[config.mk]
export PLATFORM = sky130hd
export DESIGN_NAME = debug_stepper
export DESIGN_NICKNAME = d
export VERILOG_FILES = /design/src/rtl/debug_stepper.sv
export SDC_FILE = /design/constraint.sdc
export NUM_CORES = 1
export LEC_CHECK = 0
export CORE_MARGIN = 2
export CORE_UTILIZATION = 50
export CTS_BUF_LIST = sky130_fd_sc_hd__clkbuf_8
export DETAILED_ROUTE_END_ITERATION = 12
export GPL_TIMING_DRIVEN = 0
export HOLD_SLACK_MARGIN = 0.05
export PLACE_DENSITY = 0.94
export SLEW_MARGIN = 20
export SYNTH_ARGS = -nofsm -noshare
export SYNTH_HDL_FRONTEND = slang
export SYNTH_SLANG_ARGS = --single-unit
[constraint.sdc]
create_clock -name clk -period 3 [get_ports clk]
set_input_delay 0.9 -clock clk [delete_from_list [all_inputs] [get_ports clk]]
set_output_delay 0.9 -clock clk [all_outputs]
set_load 0.02 [all_outputs]
[src/rtl/debug_stepper.sv]
// Purpose : pipeline debug stepper - halts the 5-stage pipeline, issues single or burst step pulses, halts on an IF-PC breakpoint.
// Latency : debug_en/debug_step are registered (1 cycle after the FSM decision); the switch/button path adds DEBOUNCE_CYCLES+2 cycles.
// Backpres: none - step/burst requests arriving outside HALT are dropped, not queued.
//
// Ports:
//   clk, rst        main clock, asynchronous active-low reset
//   sw_debug        raw debug-mode switch (asynchronous)
//   btn_step        raw step push-button (asynchronous, bouncy)
//   run_burst       1-cycle strobe: issue step_len pulses (0 treated as 1)
//   step_len        burst length
//   bp_en, bp_addr  breakpoint enable and PC
//   pc_if           current IF-stage PC
//   debug_en        pipeline suspended while high
//   debug_step      step pulse, one cycle wide, at least one low cycle between pulses
//   bp_hit          sticky breakpoint-halt flag
//   busy            burst/step in progress
//   steps_done      pulses issued since reset, wrapping

module debug_stepper #(
  parameter int DEBOUNCE_CYCLES = 16,
  parameter int STEP_W          = 16
) (
  input  logic              clk,
  input  logic              rst,
  input  logic              sw_debug,
  input  logic              btn_step,
  input  logic              run_burst,
  input  logic [STEP_W-1:0] step_len,
  input  logic              bp_en,
  input  logic [31:0]       bp_addr,
  input  logic [31:0]       pc_if,
  output logic              debug_en,
  output logic              debug_step,
  output logic              bp_hit,
  output logic              busy,
  output logic [STEP_W-1:0] steps_done
);

  // Debounce counter only ever needs to hold 0..DEBOUNCE_CYCLES-1.
  localparam int CNT_W = (DEBOUNCE_CYCLES > 2) ? $clog2(DEBOUNCE_CYCLES) : 1;
  localparam logic [CNT_W-1:0] DB_MAX = CNT_W'(DEBOUNCE_CYCLES - 1);

  // Index 0 = debug switch, index 1 = step button.
  localparam int SW  = 0;
  localparam int BTN = 1;

  typedef enum logic [1:0] {
    S_IDLE  = 2'd0,
    S_HALT  = 2'd1,
    S_PULSE = 2'd2,
    S_GAP   = 2'd3
  } state_e;

  // ------------------------------------------------------------------
  // Input conditioning: 2-FF synchronizer followed by a debounce filter
  // ------------------------------------------------------------------
  logic [1:0]            sync1_q;
  logic [1:0]            sync2_q;
  logic [1:0]            filt_q;
  logic [1:0]            filt_d;
  logic [1:0][CNT_W-1:0] cnt_q;
  logic [1:0][CNT_W-1:0] cnt_d;
  logic                  btn_prev_q;
  logic                  step_req;
  logic                  sw_filt;

  always_ff @(posedge clk or negedge rst) begin
    if (!rst) begin
      sync1_q    <= '0;
      sync2_q    <= '0;
      filt_q     <= '0;
      cnt_q      <= '0;
      btn_prev_q <= 1'b0;
    end else begin
      sync1_q    <= {btn_step, sw_debug};
      sync2_q    <= sync1_q;
      filt_q     <= filt_d;
      cnt_q      <= cnt_d;
      btn_prev_q <= filt_q[BTN];
    end
  end

  // The counter only runs while the synced level disagrees with the
  // filtered level; any bounce back to the filtered level restarts it.
  always_comb begin
    filt_d = filt_q;
    cnt_d  = '0;
    for (int i = 0; i < 2; i++) begin
      if (sync2_q[i] != filt_q[i]) begin
        if (cnt_q[i] == DB_MAX) begin
          filt_d[i] = sync2_q[i];
          cnt_d[i]  = '0;
        end else begin
          cnt_d[i]  = cnt_q[i] + 1'b1;
        end
      end
    end
  end

  assign sw_filt  = filt_q[SW];
  assign step_req = filt_q[BTN] & ~btn_prev_q;

  // ------------------------------------------------------------------
  // Stepper FSM
  // ------------------------------------------------------------------
  state_e            state_q;
  state_e            state_d;
  logic [STEP_W-1:0] rem_q;
  logic [STEP_W-1:0] rem_d;
  logic              bp_hit_q;
  logic              bp_hit_d;
  logic [STEP_W-1:0] steps_q;
  logic [STEP_W-1:0] steps_d;
  logic              debug_en_q;
  logic              debug_step_q;
  logic              bp_match;

  assign bp_match = bp_en && (pc_if == bp_addr);

  always_ff @(posedge clk or negedge rst) begin
    if (!rst) begin
      state_q      <= S_IDLE;
      rem_q        <= '0;
      bp_hit_q     <= 1'b0;
      steps_q      <= '0;
      debug_en_q   <= 1'b0;
      debug_step_q <= 1'b0;
    end else begin
      state_q      <= state_d;
      rem_q        <= rem_d;
      bp_hit_q     <= bp_hit_d;
      steps_q      <= steps_d;
      // Outputs are registered from the next state so they line up
      // exactly with the state they describe.
      debug_en_q   <= (state_d != S_IDLE);
      debug_step_q <= (state_d == S_PULSE);
    end
  end

  always_comb begin
    state_d  = state_q;
    rem_d    = rem_q;
    bp_hit_d = bp_hit_q;
    steps_d  = steps_q;

    unique case (state_q)
      S_IDLE: begin
        // Breakpoint has priority so bp_hit is recorded even when the
        // switch is also on.
        if (bp_match) begin
          state_d  = S_HALT;
          bp_hit_d = 1'b1;
        end else if (sw_filt) begin
          state_d  = S_HALT;
        end
      end

      S_HALT: begin
        if (step_req) begin
          rem_d    = STEP_W'(1);
          bp_hit_d = 1'b0;
          state_d  = S_PULSE;
        end else if (run_burst) begin
          rem_d    = (step_len == '0) ? STEP_W'(1) : step_len;
          bp_hit_d = 1'b0;
          state_d  = S_PULSE;
        end else if (!sw_filt && !bp_hit_q) begin
          state_d  = S_IDLE;
        end
      end

      S_PULSE: begin
        steps_d = steps_q + 1'b1;
        if (rem_q != '0) begin
          rem_d = rem_q - 1'b1;
        end
        state_d = S_GAP;
      end

      S_GAP: begin
        // The low cycle guarantees the controller sees a fresh rising
        // edge on the next pulse; the breakpoint is only checked here,
        // between pulses, while the pipeline is settled.
        if (rem_q != '0) begin
          if (bp_match) begin
            state_d  = S_HALT;
            bp_hit_d = 1'b1;
            rem_d    = '0;
          end else begin
            state_d  = S_PULSE;
          end
        end else begin
          state_d = S_HALT;
        end
      end

      default: state_d = S_IDLE;
    endcase
  end

  assign debug_en   = debug_en_q;
  assign debug_step = debug_step_q;
  assign bp_hit     = bp_hit_q;
  assign busy       = (state_q == S_PULSE) || (state_q == S_GAP);
  assign steps_done = steps_q;

endmodule

==> out/metrics.yaml <==
wl_mm: 7.94
muxShareOfSynthArea: 0.0108
post-route-cell-area_sq_um: 4290
outcome: "finished, final reports clean"
postSynthCellCount: 307
internal_power_mw: 1.10
vias: 2914
worst_pin_slew_ns: 0.572
whs_path_depth: 0
yosys_warnings: 0
antenna_left: 0
p_leak_nw: 1.68
fin_util: 0.728
synth_area_sq_um: 3020
yosysTopAreaCell: "dfrtp_1"
use_met3: 0.0527
path_clk_slew_ns: 0.09
maxCapViolCount: 0
syn_avg_cell_area_sq_um: 9.82
synth_nets: 398
cp-end-kind: "flip-flop"
ff2ff_path_depth: 8
r2r-start: "rem_q[0]$_DFFE_PN0P_"
synth_top_family_by_area: "simple AND/OR/NAND/NOR gates"
pwr-share-clk: 0.347
rows: 28
clk_latency_ns: 0.31
p_per_area_nw_per_um2: 331
diodes: 0
grt_pass1_wl_mm: 12.9
die_h_microns: 81.7
cts_buffers: 5
cts_root_buffer: "clkbuf_8"
drc: 0
hold_buffers: 0
cts_resized: 0
startpoint: "bp_addr[21]"
die_w_microns: 81.7
seq_area_sq_um: 1300
cp.required_ns: 3.19
power.switching_mw: 0.319
placed_area_sq_um: 4180
synth_top_area_share: 0.432
met1_usage: 0.295
synthDistinctLibCells: 49
layout.cells.most_common_list: "clkdlybuf4s50_1 (104), dfrtp_1 (52), xnor2_1 (46), nor2_1 (21), nand2_1 (17)"
synth_ff_type: "dfrtp_1"
worstSetupPathType: "primary input to flip-flop"
area_growth_pct: 42.2
drive_gt1_frac: 0.0641
combinationalPowerShare: 0.146
clk_path_buf_depth: 2
ys_seq_area_frac: 0.432
grt_overflow: 0
grt.busiest_layer: "met2"
synth_simple_gate_area_share: 0.187
synth_edf_count: 0
via_per_inst: 5.88
p_total_mw: 1.42
coreArea_sq_um: 5890
hp-class: "flip-flop to flip-flop"
grtUsageMet2: 0.444
synth_seq_cells: 52
io_pins: 106
crit_fanout: 10
crit_path_top_delay_cell: "clkdlybuf4s50_1"
place_hpwl_mm: 6.23
vdd_ir_drop_max_mv: 0.259
crit_family: "compound AO/OA/AOI/OAI gates"
grt_pass1_vias: 2915
fill_cells: 432
finalHoldViolCount: 0
numClockSinks: 52
h-tree-depth: 2
grt_use_total: 0.248
multi_input_area_sq_um: 1600
grt_start_max_net_pins: 30
rsz0062_at_grt: "no"
path_cells: "clkdlybuf4s50_1 -> xnor2_1 -> nand4_1 -> nor4_2 -> a31oi_1 -> buf_6 -> o31ai_1 -> o21ai_1"
crit_path_start_kind: "primary input"
layout_commonest_cell: "clkdlybuf4s50_1"
drt_iter0_drc: 305
cpPeakStageDelay_ns: 0.41
slew_headroom: 0.619
ys_async_sr_fraction: 1.00
swShare: 0.225
cts_setup_buffers: 0
cp_num_cells: 8
antenna_found_initial: 0
hold_path.startpoint: "sync1_q[0]$_DFF_PN0_"
layout_min_cycle_time_ns: 2.73
fmax_ghz: 0.366
cts_tree: "done"
dieArea_sq_um: 6670
skew_ns: 0.00842
worstPathArrival_ns: 2.92
initial_core_util: 0.512
wl_per_cell_microns: 16.0
fin_crit_sh: 0.910
cp_num_buf_inv: 2
synth_compound_area_frac: 0.169
nNetsFinal: 511
setup_violations: 0
slew_viol_final: 0
synth-xor-area-share: 0.142
synthAdderAreaFrac: 0.0207
seqPwrFrac: 0.507
port_buffers: 105
gp_congestion: 0.943
synthTopCellsByArea: "dfrtp_1 (43%), xnor2_1 (13%), a21oi_1 (2.7%)"
firstDrtPassIters: 6
-- state kept, by name, indices dropped and copies added, names as in the netlist --
signal	flops
bp_hit	1
btn_prev_q	1
cnt_q	8
debug_en	1
debug_step	1
filt_q	2
rem_q	16
state_q	2
steps_done	16
sync1_q	2
sync2_q	2
-- cells by family (layout without fill, tap and decap cells) --
logic type,Yosys count,in the layout
multiplexers,3,3
AO/OA/AOI/OAI,75,75
AND/OR/NAND/NOR,99,99
flip-flops,52,52
buffers and inverters,24,138
adder cells (fa/ha/maj),5,5
XOR/XNOR,49,49
-- Yosys cell counts (all sizes together), types with 2 or more instances --
master  number
a211oi       3
a21o         2
a21oi       16
a22o         2
a22oi        6
a31oi        7
a32oi        6
and2         2
and3         3
buf          6
clkbuf       5
dfrtp       52
ha           5
inv         13
mux2         2
nand2       17
nand2b       2
nand3        8
nand4       12
nand4b       3
nor2        22
nor2b        4
nor3        11
nor3b        2
nor4        10
o21ai       16
o22ai        5
o31ai        9
xnor2       46
xor2         3
-- per-layer routing --
layer / wire, microns / share of wire
met4: 163 / 0.021
met1: 3010 / 0.38
met5: 0 / 0
met3: 741 / 0.093
met2: 4020 / 0.51
-- worst paths after layout --
path,endpoint,slack (ns)
max,rem_q[12]$_DFFE_PN0P_,0.27
min reg2reg,sync2_q[0]$_DFF_PN0_,0.36
min,sync2_q[0]$_DFF_PN0_,0.36
max in group asynchronous,cnt_q[4]$_DFF_PN0_,1.89
min in group asynchronous,steps_done[15]$_DFFE_PN0P_,0.56
max reg2reg,rem_q[13]$_DFFE_PN0P_,0.87
-- area by class of cell --
type / count / share of cell area
buffer: 11 / 0.0161
clock buffer: 5 / 0.0161
clock inverter: 3 / 0.00992
inverter: 13 / 0.0114
multi-input combinational: 231 / 0.372
sequential: 52 / 0.304
tap: 75 / 0.0219
timing repair buffer: 106 / 0.249
-- power by group through the flow --
stage / clock [mW] / sequential, mW / combinational (mW)
after global routing: 0.527 / 0.720 / 0.226
final: 0.491 / 0.719 / 0.207
after detailed placement: 0 / 0.733 / 0.209
after CTS: 0.495 / 0.719 / 0.210
after global placement: 0 / 0.732 / 0.202
after floorplan: 0 / 0.731 / 0.0603
-- worst register-to-register path, stage by stage, from the launching register on --
cell      delay [ns]
dfrtp_1         0.43
inv_1           0.10
ha_1            0.22
nor4bb_1        0.14
and4_1          0.27
a21oi_1         0.38
o21ai_4         0.18
buf_6           0.19
o21ai_1         0.15
-- per-stage QoR --
| step | setup slack, ns | setup TNS (ns) | std cells | hold slack, ns |
|---|---|---|---|---|
| 2_1_floorplan | 0.772 | 0 | 307 | 0.331 |
| 3_3_place_gp | -0.413 | -21.37 | 487 | 0.333 |
| 3_5_place_dp | -0.0469 | -0.161 | 488 | 0.342 |
| 4_1_cts | 0.271 | 0 | 496 | 0.364 |
| 5_1_grt | 0.190 | 0 | 496 | 0.367 |
| 6_report | 0.269 | 0 | 496 | 0.358 |
No activity file was read; power rests on OpenSTA's default activity.
